[config.mk]
export PLATFORM = sky130hd
export DESIGN_NAME = gcd_engine
export DESIGN_NICKNAME = d
export VERILOG_FILES = /design/src/rtl/gcd_pkg.sv /design/src/rtl/gcd_datapath.sv /design/src/rtl/gcd_engine.sv
export SDC_FILE = /design/constraint.sdc
export NUM_CORES = 1
export LEC_CHECK = 0
export BUFFER_PORTS_ARGS = -buffer_cell sky130_fd_sc_hd__buf_2
export CAP_MARGIN = 20
export CELL_PAD_IN_SITES_DETAIL_PLACEMENT = 1
export CELL_PAD_IN_SITES_GLOBAL_PLACEMENT = 2
export CORE_MARGIN = 5
export CORE_UTILIZATION = 36
export CTS_BUF_LIST = sky130_fd_sc_hd__clkbuf_16
export DETAILED_ROUTE_END_ITERATION = 16
export PLACE_DENSITY = 0.95
export RECOVER_POWER = 50
export REMOVE_ABC_BUFFERS = 1
export SKIP_LAST_GASP = 1
export SYNTH_ARGS = -nofsm -noshare
export SYNTH_HDL_FRONTEND = slang
export SYNTH_HIERARCHICAL = 1
export SYNTH_SLANG_ARGS = --single-unit
[constraint.sdc]
create_clock -name clk -period 8.9 [get_ports clk]
set_input_delay 1.335 -clock clk [delete_from_list [all_inputs] [get_ports clk]]
set_output_delay 1.335 -clock clk [all_outputs]
set_load 0.005 [all_outputs]
[src/rtl/gcd_pkg.sv]
// rtl/gcd_pkg.sv - shared state encodings for the GCD engine
package gcd_pkg;

  typedef enum logic [1:0] {
    IDLE    = 2'b00,
    COMPARE = 2'b01,
    FINISH  = 2'b10
  } state_t;

endpackage

[src/rtl/gcd_datapath.sv]
// rtl/gcd_datapath.sv - operand registers, subtractor and magnitude comparator
module gcd_datapath #(
  parameter int WIDTH = 16
) (
  input  logic             clk,
  input  logic             rst,
  input  logic             load,
  input  logic             sub_a,
  input  logic             sub_b,
  input  logic [WIDTH-1:0] a_in,
  input  logic [WIDTH-1:0] b_in,
  output logic [WIDTH-1:0] a_val,
  output logic             lt,
  output logic             gt,
  output logic             eq
);

  logic [WIDTH-1:0] a_q;
  logic [WIDTH-1:0] b_q;

  // Operand registers: load a new pair, or replace the larger operand by the difference.
  // Each subtraction is additionally gated by the comparator so the minuend is always larger.
  always_ff @(posedge clk) begin
    if (rst) begin
      a_q <= '0;
      b_q <= '0;
    end else if (load) begin
      a_q <= a_in;
      b_q <= b_in;
    end else if (sub_a && gt) begin
      a_q <= a_q - b_q;
    end else if (sub_b && lt) begin
      b_q <= b_q - a_q;
    end
  end

  assign lt    = (a_q <  b_q);
  assign gt    = (a_q >  b_q);
  assign eq    = (a_q == b_q);
  assign a_val = a_q;

endmodule

[src/rtl/gcd_engine.sv]
// rtl/gcd_engine.sv - subtraction-based GCD controller with result registers
module gcd_engine
  import gcd_pkg::*;
#(
  parameter int WIDTH = 16
) (
  input  logic             clk,
  input  logic             rst,
  input  logic             start,
  input  logic [WIDTH-1:0] a_in,
  input  logic [WIDTH-1:0] b_in,
  output logic             ready,
  output logic             busy,
  output logic             done,
  output logic [WIDTH-1:0] gcd_out,
  output logic [WIDTH-1:0] iter_count,
  output logic             zero_op
);

  state_t           state;
  state_t           state_next;
  logic             load;
  logic             sub_a;
  logic             sub_b;
  logic             lt;
  logic             gt;
  logic             eq;
  logic [WIDTH-1:0] a_val;
  logic             zero_req;

  assign zero_req = (a_in == '0) || (b_in == '0);

  gcd_datapath #(.WIDTH(WIDTH)) u_datapath (
    .clk   (clk),
    .rst   (rst),
    .load  (load),
    .sub_a (sub_a),
    .sub_b (sub_b),
    .a_in  (a_in),
    .b_in  (b_in),
    .a_val (a_val),
    .lt    (lt),
    .gt    (gt),
    .eq    (eq)
  );

  // State register; reset wins over everything, aborting any computation.
  always_ff @(posedge clk) begin
    if (rst) begin
      state <= IDLE;
    end else begin
      state <= state_next;
    end
  end

  // Next-state decode and per-state control strobes; unused encodings fall back to IDLE.
  always_comb begin
    state_next = state;
    load       = 1'b0;
    sub_a      = 1'b0;
    sub_b      = 1'b0;
    ready      = 1'b0;
    busy       = 1'b0;
    done       = 1'b0;
    case (state)
      IDLE: begin
        ready = 1'b1;
        if (start) begin
          if (zero_req) begin
            state_next = FINISH;
          end else begin
            load       = 1'b1;
            state_next = COMPARE;
          end
        end
      end
      COMPARE: begin
        busy = 1'b1;
        if (eq) begin
          state_next = FINISH;
        end else if (lt) begin
          sub_b = 1'b1;
        end else if (gt) begin
          sub_a = 1'b1;
        end
      end
      FINISH: begin
        done       = 1'b1;
        state_next = IDLE;
      end
      default: begin
        state_next = IDLE;
      end
    endcase
  end

  // Result registers: only touched on an accepted start or while comparing, so they hold after done.
  always_ff @(posedge clk) begin
    if (rst) begin
      gcd_out    <= '0;
      iter_count <= '0;
      zero_op    <= 1'b0;
    end else begin
      case (state)
        IDLE: begin
          if (start) begin
            iter_count <= '0;
            if (zero_req) begin
              gcd_out <= a_in | b_in;
              zero_op <= 1'b1;
            end else begin
              zero_op <= 1'b0;
            end
          end
        end
        COMPARE: begin
          if (eq) begin
            gcd_out <= a_val;
          end else if (lt || gt) begin
            iter_count <= iter_count + {{(WIDTH-1){1'b0}}, 1'b1};
          end
        end
        default: begin
        end
      endcase
    end
  end

endmodule

==> reports/summary.log, run 1 <==
INFO  clock_tree     postCtsSetupRepairBufs=0
INFO  run_status     violated_checks=max-capacitance violations, max-slew violations
INFO  finish         layout.core_utilization=0.4100
INFO  clock_tree     cts_max_path_buffers=2
INFO  timing         unrepaired_setup_endpoints_after_global_routing=no
INFO  finish         insertedDiodeCount=0
INFO  clock_tree     cts.hold.buffers_added=0
INFO  floorplanning  floorplan.io_pins=71
INFO  power_and_ir_drop vdd_ir_drop_max=0.0001059V
INFO  setup_path     critPathKind=in -> reg
INFO  synth          asyncSetResetFlopFracSynth=0
INFO  global_route   first_global_vias=5838
INFO  synth          postSynth.topFlopCell=sky130_fd_sc_hd__dfxtp_1
INFO  routing        drc=0
INFO  synth          synth_seq_area_share=0.2535
INFO  clock_tree     cts_repair_resize_count=0
INFO  synth          syn_area=0.005291mm^2
INFO  global_route   grt_max_degree=58
INFO  synth          post-synth-top-area-fraction=0.2535
INFO  synth          syn_inst=706
INFO  clock_tree     htree_levels=3
INFO  clock_tree     worstSkewPairLatency=0.34ns
INFO  timing         clock_skew=0.006957ns
INFO  timing         setup_total_negative_slack=0ns
INFO  timing         worst-slew-pin-transition=2.287ns
INFO  finish         area_delta_synth_final=12.18%
INFO  setup_path     crit_path_end_kind=register
INFO  timing         post-route-period-util=0.5970
INFO  finish         layoutNonFillerInstCount=934
INFO  setup_path     worst_r2r_setup_slack=4.31ns
INFO  floorplanning  floorplan.rows=44
INFO  clock_tree     clock_tree_from_tritoncts=done
INFO  synth          synth_edf_count=0
INFO  floorplanning  floorplan.initialDensity=0.3655
INFO  floorplanning  die_height=131.2um
INFO  placed_design  numPlacedInstances=918
INFO  synth          netlist_top_cells_count=sky130_fd_sc_hd__nand2_1 (89), sky130_fd_sc_hd__dfxtp_1 (67), sky130_fd_sc_hd__nor2_1 (60), sky130_fd_sc_hd__a21oi_1 (45), sky130_fd_sc_hd__o21ai_0 (45)
INFO  floorplanning  floorplan.die.width=131.2um
INFO  hold_path      holdCritPathClass=reg -> reg
INFO  timing         drv_slew=54
INFO  routing        route.detailed.wl_per_inst=21.07um
INFO  routing        ant_nets=0
INFO  clock_tree     clock-root-buffer=sky130_fd_sc_hd__clkbuf_16
INFO  timing         post_layout_minimum_cycle_time=5.313ns
INFO  clock_tree     worst_setup_hold_path_clk_slew=0.06ns
INFO  global_route   gr_overflow_total=0
INFO  setup_path     critical_path_peak_fanout=53
INFO  clock_tree     cts.sink_count=67
INFO  floorplanning  die_area=0.01722mm^2
INFO  synth          synth_area_leaders=sky130_fd_sc_hd__dfxtp_1 (25%), sky130_fd_sc_hd__ha_1 (7.6%), sky130_fd_sc_hd__nand2_1 (6.3%)
INFO  setup_path     timing.critical_path.arrival=5.52ns
INFO  placed_design  place_hpwl=15.25mm
INFO  global_route   antenna_violations_before_repair=0
INFO  synth          syn_area_per_cell=7.495um^2
INFO  timing         setup_violations=0
INFO  placed_design  finalWeightedCongestion=0.9743
INFO  synth          yosysMostFrequentCell=sky130_fd_sc_hd__nand2_1
INFO  clock_tree     cts-buffers-inserted=9
INFO  finish         layout-drive-gt1-share=0.1027
INFO  synth          ys_types=62
INFO  run            maxCapViolations=1
INFO  floorplanning  placeableCoreArea=0.01448mm^2
INFO  timing         finalHoldViolCount=0
INFO  placed_design  numPortBuffers=70
INFO  synth          synth_top_area_cell=sky130_fd_sc_hd__dfxtp_1
INFO  timing         maxClockFrequency=188.2MHz
INFO  routing        detail_route.iter0.violations=406
INFO  run_status     status=complete, but fails checks
INFO  routing        via_count=5614
INFO  setup_path     worstPathRequired=9.10ns
INFO  synth          yosysWarnings=6
INFO  global_route   grt.total_usage=0.2195
INFO  synth          yosys_register_bits=67
INFO  routing        drt_first_pass_iters=5
INFO  global_route   grt_first_pass_wirelength=31.35mm
INFO  routing        viasPerCell=6.011
INFO  power_and_ir_drop leakagePower=2.306nW
INFO  routing        drt-total-wl=19.68mm
INFO  timing         slew_headroom=-0.5246
INFO  finish         nNetsFinal=814
INFO  power_and_ir_drop power_per_cell_area=209.1mW/mm^2
INFO  setup_path     cp-start-kind=input pin
[stage by stage]
step | area, um^2 | power, mW | hold WS, ns | worst slack [ns]
finish | 5936 | 1.241 | 0.5075 | 3.587
detailed placement | 5678 | 0.8767 | 0.4933 | 4.368
CTS | 5971 | 1.239 | 0.5149 | 4.703
floorplan | 5060 | 0.7141 | 0.4665 | 4.286
global placement | 5678 | 0.8585 | 0.4856 | 4.479
global route | 5936 | 1.306 | 0.5338 | 3.311
[final cells by class]
cell class                 count  area, um^2
fill                        1836        8543
multi-input combinational    550        3565
sequential                    67        1341
timing repair buffer          74       345.3
tap                          184       230.2
clock buffer                   9       225.2
inverter                      43       161.4
clock inverter                 7       67.56
[metal layers]
| metal | wire [um] | track usage | up-vias |
|---|---|---|---|
| li1 | - | - | 2635 |
| met1 | 8560 | 0.2735 | 2790 |
| met2 | 9562 | 0.3781 | 156 |
| met3 | 787 | 0.02599 | 33 |
| met4 | 774 | 0.09988 | 0 |
| met5 | 0 | 0 | - |
[worst paths after layout]
| check | startpoint | endpoint | cells past startpoint |
|---|---|---|---|
| worst max-delay path | b_in[9] | u_datapath/b_q[13] | 9 |
| worst min register to register | iter_count[15] | iter_count[15] | 2 |
| worst max register to register | state[0] | u_datapath/b_q[13] | 7 |
| worst min-delay path | iter_count[15] | iter_count[15] | 2 |
[kinds of logic (layout without fill, tap and decap cells)]
group | after synthesis | in the layout | synth area share
buffers and inverters | 89 | 133 | 0.07425
xor gates and xnor gates | 33 | 33 | 0.05462
muxes | 9 | 9 | 0.01703
DFF | 67 | 67 | 0.2535
AOI/OAI and AO/OA | 205 | 205 | 0.2726
and+or+nand+nor | 269 | 269 | 0.2447
adders and majority gates | 34 | 34 | 0.08323
[worst max-delay path: stages]
cell,delay [ns]
sky130_fd_sc_hd__clkbuf_1,0.25
sky130_fd_sc_hd__nor4_1,0.18
sky130_fd_sc_hd__nand4_1,0.18
sky130_fd_sc_hd__nand2_1,0.17
sky130_fd_sc_hd__nor2_4,0.12
sky130_fd_sc_hd__clkbuf_1,1.62
sky130_fd_sc_hd__inv_1,1.06
sky130_fd_sc_hd__a41oi_1,0.44
sky130_fd_sc_hd__o21ai_0,0.13
[cells in the final DEF, fill, tap and decap left out, types with 17 or more instances in the layout]
cell                       instances
sky130_fd_sc_hd__dfxtp_1          67
sky130_fd_sc_hd__a21oi_1          45
sky130_fd_sc_hd__nand3_1          30
sky130_fd_sc_hd__nand2_1          89
sky130_fd_sc_hd__xnor2_1          17
sky130_fd_sc_hd__nor2_1           59
sky130_fd_sc_hd__clkbuf_1         26
sky130_fd_sc_hd__inv_1            42
sky130_fd_sc_hd__o21ai_0          46
sky130_fd_sc_hd__a211oi_1         20
sky130_fd_sc_hd__buf_2            45
sky130_fd_sc_hd__ha_1             32
[registers in the layout (all words and copies together) (netlist names)]
register          flops
zero_op               1
state                 2
gcd_out              16
u_datapath/a_val     16
u_datapath/b_q       16
iter_count           16
[power breakdown]
part,internal (mW),switching [mW]
Clock,0.216,0.144
Sequential,0.321,0.0270
Combinational,0.192,0.341
Total,0.730,0.512
Note: power is estimated with default switching activity, not from simulation.
==> run 2: changes to the inputs <==
Settings changed: ABC_AREA from default to 1, CORE_UTILIZATION 36 to 31, PLACE_DENSITY 0.95 to 0.91.
Clock period 8.9 ns to 5 ns, I/O delays scaled along.
==> reports/summary.log, run 2 <==
INFO  routing        viasPerCell=4.868 [was 6.011]
INFO  floorplanning  floorplan.initialDensity=0.3175 [was 0.3655]
INFO  routing        detail_route.iter0.violations=279 [was 406]
INFO  setup_path     critPathKind=reg -> reg [was in -> reg]
INFO  clock_tree     htree_levels=3 [unchanged]
INFO  setup_path     crit-reg2reg-launch=u_datapath/a_val[11] [was state[0]]
INFO  clock_tree     worst_setup_hold_path_clk_slew=0.06ns [about the same]
INFO  floorplanning  die_height=143.3um [was 131.2 um]
INFO  timing         drv_slew=0 [was 54]
INFO  run_status     status=finished clean [was complete, but fails checks]
INFO  routing        drc=0 [unchanged]
INFO  global_route   grt_first_pass_wirelength=30.28mm [was 31.35 mm]
INFO  timing         maxClockFrequency=278.7MHz
INFO  finish         layout-drive-gt1-share=0.09044 [was 0.1027]
INFO  power_and_ir_drop power_per_cell_area=479.3mW/mm^2 [was 209.1 mW/mm^2]
INFO  clock_tree     cts_repair_resize_count=0 [unchanged]
INFO  clock_tree     cts.sink_count=67 [unchanged]
INFO  finish         final.fill_count=2383 [was 1836]
INFO  floorplanning  floorplan.io_pins=71 [unchanged]
INFO  synth          yosys_register_bits=67 [unchanged]
INFO  timing         worst-slew-pin-transition=1.092ns [was 2.287 ns]
INFO  global_route   gr_overflow_total=0 [unchanged]
INFO  placed_design  finalWeightedCongestion=0.8732 [was 0.9743]
INFO  synth          yosysWarnings=6 [unchanged]
INFO  floorplanning  floorplan.die.width=143.3um [was 131.2 um]
INFO  timing         clock_skew=0.006939ns [was 0.006957 ns]
INFO  synth          synth_top_area_cell=sky130_fd_sc_hd__dfxtp_1 [unchanged]
INFO  synth          synth_edf_count=0 [unchanged]
INFO  clock_tree     clock_tree_from_tritoncts=done [unchanged]
INFO  setup_path     cp-start-kind=register [was input pin]
INFO  floorplanning  placeableCoreArea=0.01736mm^2 [was 0.01448 mm^2]
INFO  timing         finalHoldViolCount=0 [unchanged]
INFO  run            maxCapViolations=0 [was 1]
INFO  finish         mostFrequentLayoutCells=sky130_fd_sc_hd__nand2_1 (264), sky130_fd_sc_hd__nor2_1 (136), sky130_fd_sc_hd__inv_1 (125) [was sky130_fd_sc_hd__nand2_1 (89), sky130_fd_sc_hd__dfxtp_1 (67), sky130_fd_sc_hd__nor2_1 (59)]
INFO  setup_path     worst_r2r_setup_slack=1.41ns [was 4.31 ns]
INFO  synth          asyncSetResetFlopFracSynth=0 [unchanged]
INFO  timing         unrepaired_setup_endpoints_after_global_routing=no [unchanged]
INFO  floorplanning  die_area=0.02054mm^2 [was 0.01722 mm^2]
INFO  finish         nNetsFinal=1037 [was 814]
INFO  power_and_ir_drop vdd_ir_drop_max=0.0002048V [was 0.0001059 V]
INFO  timing         setup_total_negative_slack=0ns [unchanged]
INFO  timing         slew_headroom=0.2702 [was -0.5246]
INFO  synth          postSynth.topFlopCell=sky130_fd_sc_hd__dfxtp_1 [unchanged]
INFO  clock_tree     cts-buffers-inserted=9 [unchanged]
INFO  routing        drt_first_pass_iters=4 [was 5]
INFO  finish         final_common_cell=sky130_fd_sc_hd__nand2_1 [unchanged]
INFO  clock_tree     cts.hold.buffers_added=0 [unchanged]
INFO  routing        drt-total-wl=18.56mm [was 19.68 mm]
INFO  clock_tree     clock-root-buffer=sky130_fd_sc_hd__clkbuf_16 [unchanged]
INFO  clock_tree     worstSkewPairLatency=0.34ns [about the same]
INFO  hold_path      hold_path.startpoint=iter_count[4] [was iter_count[15]]
INFO  synth          yosysMostFrequentCell=sky130_fd_sc_hd__nand2_1 [unchanged]
INFO  synth          ys_types=43 [was 62]
INFO  synth          syn_inst=919 [was 706]
INFO  clock_tree     postCtsSetupRepairBufs=0 [unchanged]
INFO  routing        ant_nets=0 [unchanged]
INFO  synth          netlist_top_cells_count=sky130_fd_sc_hd__nand2_1 (258), sky130_fd_sc_hd__nor2_1 (135), sky130_fd_sc_hd__inv_1 (124), sky130_fd_sc_hd__dfxtp_1 (67), sky130_fd_sc_hd__a21oi_1 (64) [was sky130_fd_sc_hd__nand2_1 (89), sky130_fd_sc_hd__dfxtp_1 (67), sky130_fd_sc_hd__nor2_1 (60), sky130_fd_sc_hd__a21oi_1 (45), sky130_fd_sc_hd__o21ai_0 (45)]
INFO  timing         setup_ws=1.412ns [was 3.587 ns]
INFO  routing        via_count=5837 [was 5614]
INFO  timing         post-route-period-util=0.7177
INFO  synth          synth_area_leaders=sky130_fd_sc_hd__dfxtp_1 (24%), sky130_fd_sc_hd__nand2_1 (18%), sky130_fd_sc_hd__nor2_1 (9.2%) [was sky130_fd_sc_hd__dfxtp_1 (25%), sky130_fd_sc_hd__ha_1 (7.6%), sky130_fd_sc_hd__nand2_1 (6.3%)]
INFO  placed_design  place_hpwl=14.99mm [was 15.25 mm]
INFO  setup_path     critical_path.startpoint=u_datapath/a_val[11] [was b_in[9]]
INFO  synth          post-synth-top-area-fraction=0.2434 [was 0.2535]
INFO  setup_path     critical_path_peak_fanout=21 [was 53]
INFO  global_route   first_global_vias=6074 [was 5838]
INFO  timing         setup_violations=0 [unchanged]
INFO  hold_path      holdCritPathClass=reg -> reg [unchanged]
INFO  setup_path     timing.critical_path.arrival=3.82ns [was 5.52 ns]
INFO  setup_path     worstPathRequired=5.23ns [was 9.10 ns]
INFO  setup_path     crit_path_end_kind=register [unchanged]
INFO  synth          synth_seq_area_share=0.2434 [was 0.2535]
INFO  power_and_ir_drop leakagePower=2.999nW [was 2.306 nW]
INFO  routing        route.detailed.wl_per_inst=15.48um [was 21.07 um]
INFO  global_route   antenna_violations_before_repair=0 [unchanged]
INFO  clock_tree     cts_max_path_buffers=2 [unchanged]
INFO  global_route   grt_max_degree=35 [was 58]
INFO  power_and_ir_drop power.total=2.947mW [was 1.241 mW]
INFO  global_route   grt.total_usage=0.1849 [was 0.2195]
INFO  placed_design  place_ws=1.674ns [was 4.368 ns]
INFO  floorplanning  floorplan.rows=48 [was 44]
INFO  synth          syn_area=0.005510mm^2 [was 0.005291 mm^2]
INFO  timing         post_layout_minimum_cycle_time=3.588ns
INFO  synth          syn_area_per_cell=5.996um^2 [was 7.495 um^2]
INFO  finish         area_delta_synth_final=11.58% [was 12.18%]
INFO  placed_design  numPortBuffers=70 [unchanged]
## run 2: cell types whose count changed after synthesis, sizes merged, moves of 21 or more
| cell | change |
|---|---|
| nand2 | +186 |
| nor2 | +80 |
| inv | +88 |
| a211oi | -22 |
| a21oi | +21 |
| nand3 | +36 |
## run 2: area by class of cell
cell class,instances,area [um^2],area share
Clock buffer,9,225.2,0.03663
Tap cell,225,281.5,0.04579
Sequential cell,67,1341,0.2182
Timing Repair Buffer,73,332.8,0.05413
Antenna cell,1,2.502,0.0004070
Multi-Input combinational cell,685,3391,0.5515
Clock inverter,7,76.32,0.01241
Inverter,132,498.0,0.08099
## run 2: stage by stage
step                      cell area [um^2]  cells  hold WS [ns]  utilization
final                                 6148   1199        0.4641       0.3542
after global routing                  6146   1198        0.5057       0.3541
after CTS                             6242   1198        0.4728       0.3596
after detailed placement              5941   1182        0.4614       0.3423
after global placement                5941   1182        0.4501       0.3423
after floorplan                       5286    884        0.4532            -
## run 2: worst max-delay path: stages, from the launching register on
cell	delay [ns]
sky130_fd_sc_hd__dfxtp_1	0.40
sky130_fd_sc_hd__inv_1	0.06
sky130_fd_sc_hd__ha_1	0.39
sky130_fd_sc_hd__nand2_1	0.16
sky130_fd_sc_hd__clkinvlp_2	0.12
sky130_fd_sc_hd__nand2_1	0.16
sky130_fd_sc_hd__nor3_4	0.06
sky130_fd_sc_hd__nand3_1	0.22
sky130_fd_sc_hd__inv_1	0.14
sky130_fd_sc_hd__nor2_1	0.19
sky130_fd_sc_hd__inv_1	0.12
sky130_fd_sc_hd__nor2_1	0.23
sky130_fd_sc_hd__nand2_4	0.07
sky130_fd_sc_hd__nand2_1	0.68
sky130_fd_sc_hd__inv_1	0.22
sky130_fd_sc_hd__nor2_1	0.19
sky130_fd_sc_hd__nor2_1	0.06
## run 2: final timing paths
path / to / cells after the start
setup reg to reg: u_datapath/b_q[0] / 16
setup / recovery: u_datapath/b_q[0] / 16
hold reg to reg: iter_count[4] / 2
hold / removal: iter_count[4] / 2
## run 2: report_power, final
| group | switching (mW) | leakage, nW | internal [mW] |
|---|---|---|---|
| Sequential | 0.0691 | 0.549 | 0.603 |
| Combinational | 1.10 | 2.31 | 0.515 |
| Clock | 0.269 | 0.142 | 0.390 |
| Total | 1.44 | 3.00 | 1.51 |
## run 2: kinds of logic after synthesis
| logic type | Yosys count | synth area share |
|---|---|---|
| xor+xnor | 12 | 0.01907 |
| compound gates | 133 | 0.1272 |
| buf+inv | 167 | 0.1312 |
| fa+ha+maj | 34 | 0.07993 |
| flops | 67 | 0.2434 |
| simple gates | 506 | 0.3992 |
## run 2: layer usage
layer  vias up  global-route usage  part of all wire
li1       2972                   -                 -
met1      2733              0.2356              0.45
met2       107              0.3222              0.48
met3        25             0.02895             0.047
met4         0             0.05649             0.023
met5         -                   0                 0
==> run 3: changes to the inputs <==
Settings changed: CORE_UTILIZATION 31 to 28, PLACE_DENSITY 0.91 to 0.87.
Clock period 5 ns to 3.1 ns, I/O delays scaled along.
==> reports/summary.log, run 3 (synthesis gave the netlist of run 2 again) <==
INFO  run_status     status=finished clean [unchanged]
INFO  timing         post_layout_minimum_cycle_time=2.910ns [was 3.588 ns]
INFO  power_and_ir_drop power_per_cell_area=760.0mW/mm^2 [was 479.3 mW/mm^2]
INFO  finish         layout.core_utilization=0.3271 [was 0.3542]
INFO  power_and_ir_drop leakagePower=3.126nW [was 2.999 nW]
INFO  power_and_ir_drop sw_pwr=2.349mW [was 1.439 mW]
INFO  global_route   grt.total_usage=0.1731 [was 0.1849]
INFO  clock_tree     postCtsSetupRepairBufs=0 [unchanged]
INFO  placed_design  place_ws=0.007819ns [was 1.674 ns]
INFO  finish         final_cell_area=0.006346mm^2 [was 0.006148 mm^2]
INFO  finish         final_common_cell=sky130_fd_sc_hd__nand2_1 [unchanged]
INFO  power_and_ir_drop power_frac_seq=0.224 [was 0.228]
INFO  finish         final.fill_count=2631 [was 2383]
INFO  setup_path     critical_path_peak_fanout=11 [was 21]
INFO  floorplanning  die_area=0.02259mm^2 [was 0.02054 mm^2]
INFO  routing        drt_first_pass_iters=4 [unchanged]
INFO  routing        route.detailed.wl_per_inst=15.28um [was 15.48 um]
INFO  clock_tree     worst_setup_hold_path_clk_slew=0.06ns [about the same]
INFO  setup_path     crit_path_end_kind=register [unchanged]
INFO  setup_path     worstPathCellList=inv_1, ha_1, fa_1, inv_1, nand3_1, nand2_2, nand2_1, nand2_1, nand2_1, nand2_2, inv_2, nor2_1, inv_1, nor3_4, nand3_4, buf_4, nand3_1, a21oi_1 [was inv_1, ha_1, nand2_1, clkinvlp_2, nand2_1, nor3_4, nand3_1, inv_1, nor2_1, inv_1, nor2_1, nand2_4, nand2_1, inv_1, nor2_1, nor2_1]
INFO  clock_tree     worstSkewPairLatency=0.35ns [was 0.34 ns]
INFO  routing        drt-total-wl=19.09mm [was 18.56 mm]
INFO  finish         layout-drive-gt1-share=0.1159 [was 0.09044]
INFO  setup_path     critPathKind=reg -> reg [unchanged]
INFO  clock_tree     clock-root-buffer=sky130_fd_sc_hd__clkbuf_16 [unchanged]
INFO  run            maxCapViolations=0 [unchanged]
INFO  timing         drv_slew=0 [unchanged]
INFO  timing         clock_skew=0.01225ns [was 0.006939 ns]
INFO  global_route   gr_overflow_total=0 [unchanged]
INFO  timing         worst-slew-pin-transition=0.8178ns [was 1.092 ns]
INFO  routing        viasPerCell=4.671 [was 4.868]
INFO  power_and_ir_drop switching_share=0.4871 [was 0.4883]
INFO  timing         finalHoldViolCount=0 [unchanged]
INFO  routing        ant_nets=0 [unchanged]
INFO  hold_path      holdCritPathClass=in -> reg [was reg -> reg]
INFO  placed_design  place_hpwl=15.38mm [was 14.99 mm]
INFO  floorplanning  floorplan.die.width=150.3um [was 143.3 um]
INFO  placed_design  post_dp_cell_area=0.006093mm^2 [was 0.005941 mm^2]
INFO  clock_tree     cts.sink_count=67 [unchanged]
INFO  power_and_ir_drop comb_power_share=0.566 [was 0.548]
INFO  floorplanning  floorplan.initialDensity=0.2841 [was 0.3175]
INFO  floorplanning  floorplan.io_pins=71 [unchanged]
INFO  power_and_ir_drop power.total=4.823mW [was 2.947 mW]
INFO  timing         setup_violations=0 [unchanged]
INFO  setup_path     cpPeakStageDelay=0.41ns [was 0.68 ns]
INFO  setup_path     timing.critical_path.arrival=3.11ns [was 3.82 ns]
INFO  timing         slew_headroom=0.4518 [was 0.2702]
INFO  floorplanning  placeableCoreArea=0.01940mm^2 [was 0.01736 mm^2]
INFO  routing        drc=0 [unchanged]
INFO  floorplanning  die_height=150.3um [was 143.3 um]
INFO  global_route   grt_first_pass_wirelength=30.88mm [was 30.28 mm]
INFO  timing         post-route-period-util=0.9386 [was 0.7177]
INFO  setup_path     cpMaxStageDelayCell=sky130_fd_sc_hd__fa_1 [was sky130_fd_sc_hd__nand2_1]
INFO  finish         mostFrequentLayoutCells=sky130_fd_sc_hd__nand2_1 (257), sky130_fd_sc_hd__nor2_1 (136), sky130_fd_sc_hd__inv_1 (126) [was sky130_fd_sc_hd__nand2_1 (264), sky130_fd_sc_hd__nor2_1 (136), sky130_fd_sc_hd__inv_1 (125)]
INFO  floorplanning  floorplan.rows=51 [was 48]
INFO  timing         hold_slack=0.4469ns [was 0.4641 ns]
INFO  setup_path     cp-start-kind=register [unchanged]
INFO  routing        detail_route.iter0.violations=283 [was 279]
INFO  timing         maxClockFrequency=343.7MHz [was 278.7 MHz]
INFO  timing         setup_total_negative_slack=0ns [unchanged]
INFO  clock_tree     cts-buffers-inserted=9 [unchanged]
INFO  clock_tree     htree_levels=3 [unchanged]
INFO  clock_tree     cts_max_path_buffers=2 [unchanged]
INFO  global_route   first_global_vias=6035 [was 6074]
INFO  finish         area_delta_synth_final=15.17% [was 11.58%]
INFO  power_and_ir_drop cell_internal_power_dissipation=2.474mW [was 1.508 mW]
INFO  finish         insertedDiodeCount=0 [was 1]
INFO  global_route   grt_max_degree=34 [was 35]
INFO  clock_tree     cts.hold.buffers_added=0 [unchanged]
INFO  placed_design  numPortBuffers=70 [unchanged]
INFO  power_and_ir_drop vdd_ir_drop_max=0.0002924V [was 0.0002048 V]
INFO  routing        via_count=5834 [was 5837]
INFO  global_route   antenna_violations_before_repair=0 [unchanged]
INFO  placed_design  finalWeightedCongestion=0.8934 [was 0.8732]
INFO  setup_path     worstPathRequired=3.30ns [was 5.23 ns]
INFO  finish         layoutNonFillerInstCount=1249 [was 1199]
INFO  clock_tree     clock_tree_from_tritoncts=done [unchanged]
INFO  power_and_ir_drop pwr-share-clk=0.210 [was 0.224]
INFO  finish         nNetsFinal=1049 [was 1037]
INFO  placed_design  numPlacedInstances=1234 [was 1182]
INFO  timing         setup_ws=0.1905ns [was 1.412 ns]
-- run 3: timing repair --
| item | CTS | global route |
|---|---|---|
| gates cloned | 0 | 0 |
| endpoints found under the setup margin | 7 | 20 |
| gates resized for setup | 1 | 5 |
-- run 3: worst paths after layout --
kind	startpoint	end	slack, ns	cells after the start
setup reg to reg	u_datapath/a_val[0]	u_datapath/a_val[3]	0.19	18
hold reg to reg	iter_count[4]	iter_count[4]	0.47	2
setup / recovery	u_datapath/a_val[0]	u_datapath/a_val[3]	0.19	18
hold / removal	b_in[15]	u_datapath/b_q[15]	0.45	3
-- run 3: power by group through the flow --
stage / Combinational, mW / Clock, mW / Sequential, mW
global route: 3.07 / 1.07 / 1.10
CTS: 2.74 / 1.03 / 1.08
detailed placement: 2.72 / 0 / 1.10
global placement: 2.67 / 0 / 1.09
finish: 2.73 / 1.01 / 1.08
floorplan: 1.90 / 0 / 1.07
-- run 3: metal layers --
metal,part of all wire,routed length (um),vias up,global-route usage
met4,0.015,291,0,0.04575
met2,0.48,9108,104,0.3003
met5,0,0,-,0
met3,0.046,878,21,0.02950
li1,-,-,2988,-
met1,0.46,8810,2721,0.2217
-- run 3: critical path, delay by kind of cell, from the launching register on --
family	cells	cell delay, ns
compound gates	1	0.07
fa+ha+maj	2	0.63
buf+inv	5	0.58
flops	1	0.36
simple gates	10	1.16
-- run 3: cell type report --
cell class              instances  area, um^2  share of cell area
repair buffers                 85       426.7             0.06723
inverters                     132       498.0             0.07847
clock buffers                   9       225.2             0.03549
clock inverters                 6       60.06            0.009464
flip-flops and latches         67        1344              0.2118
multi-input cells             685        3461              0.5453
well taps                     265       331.6             0.05225
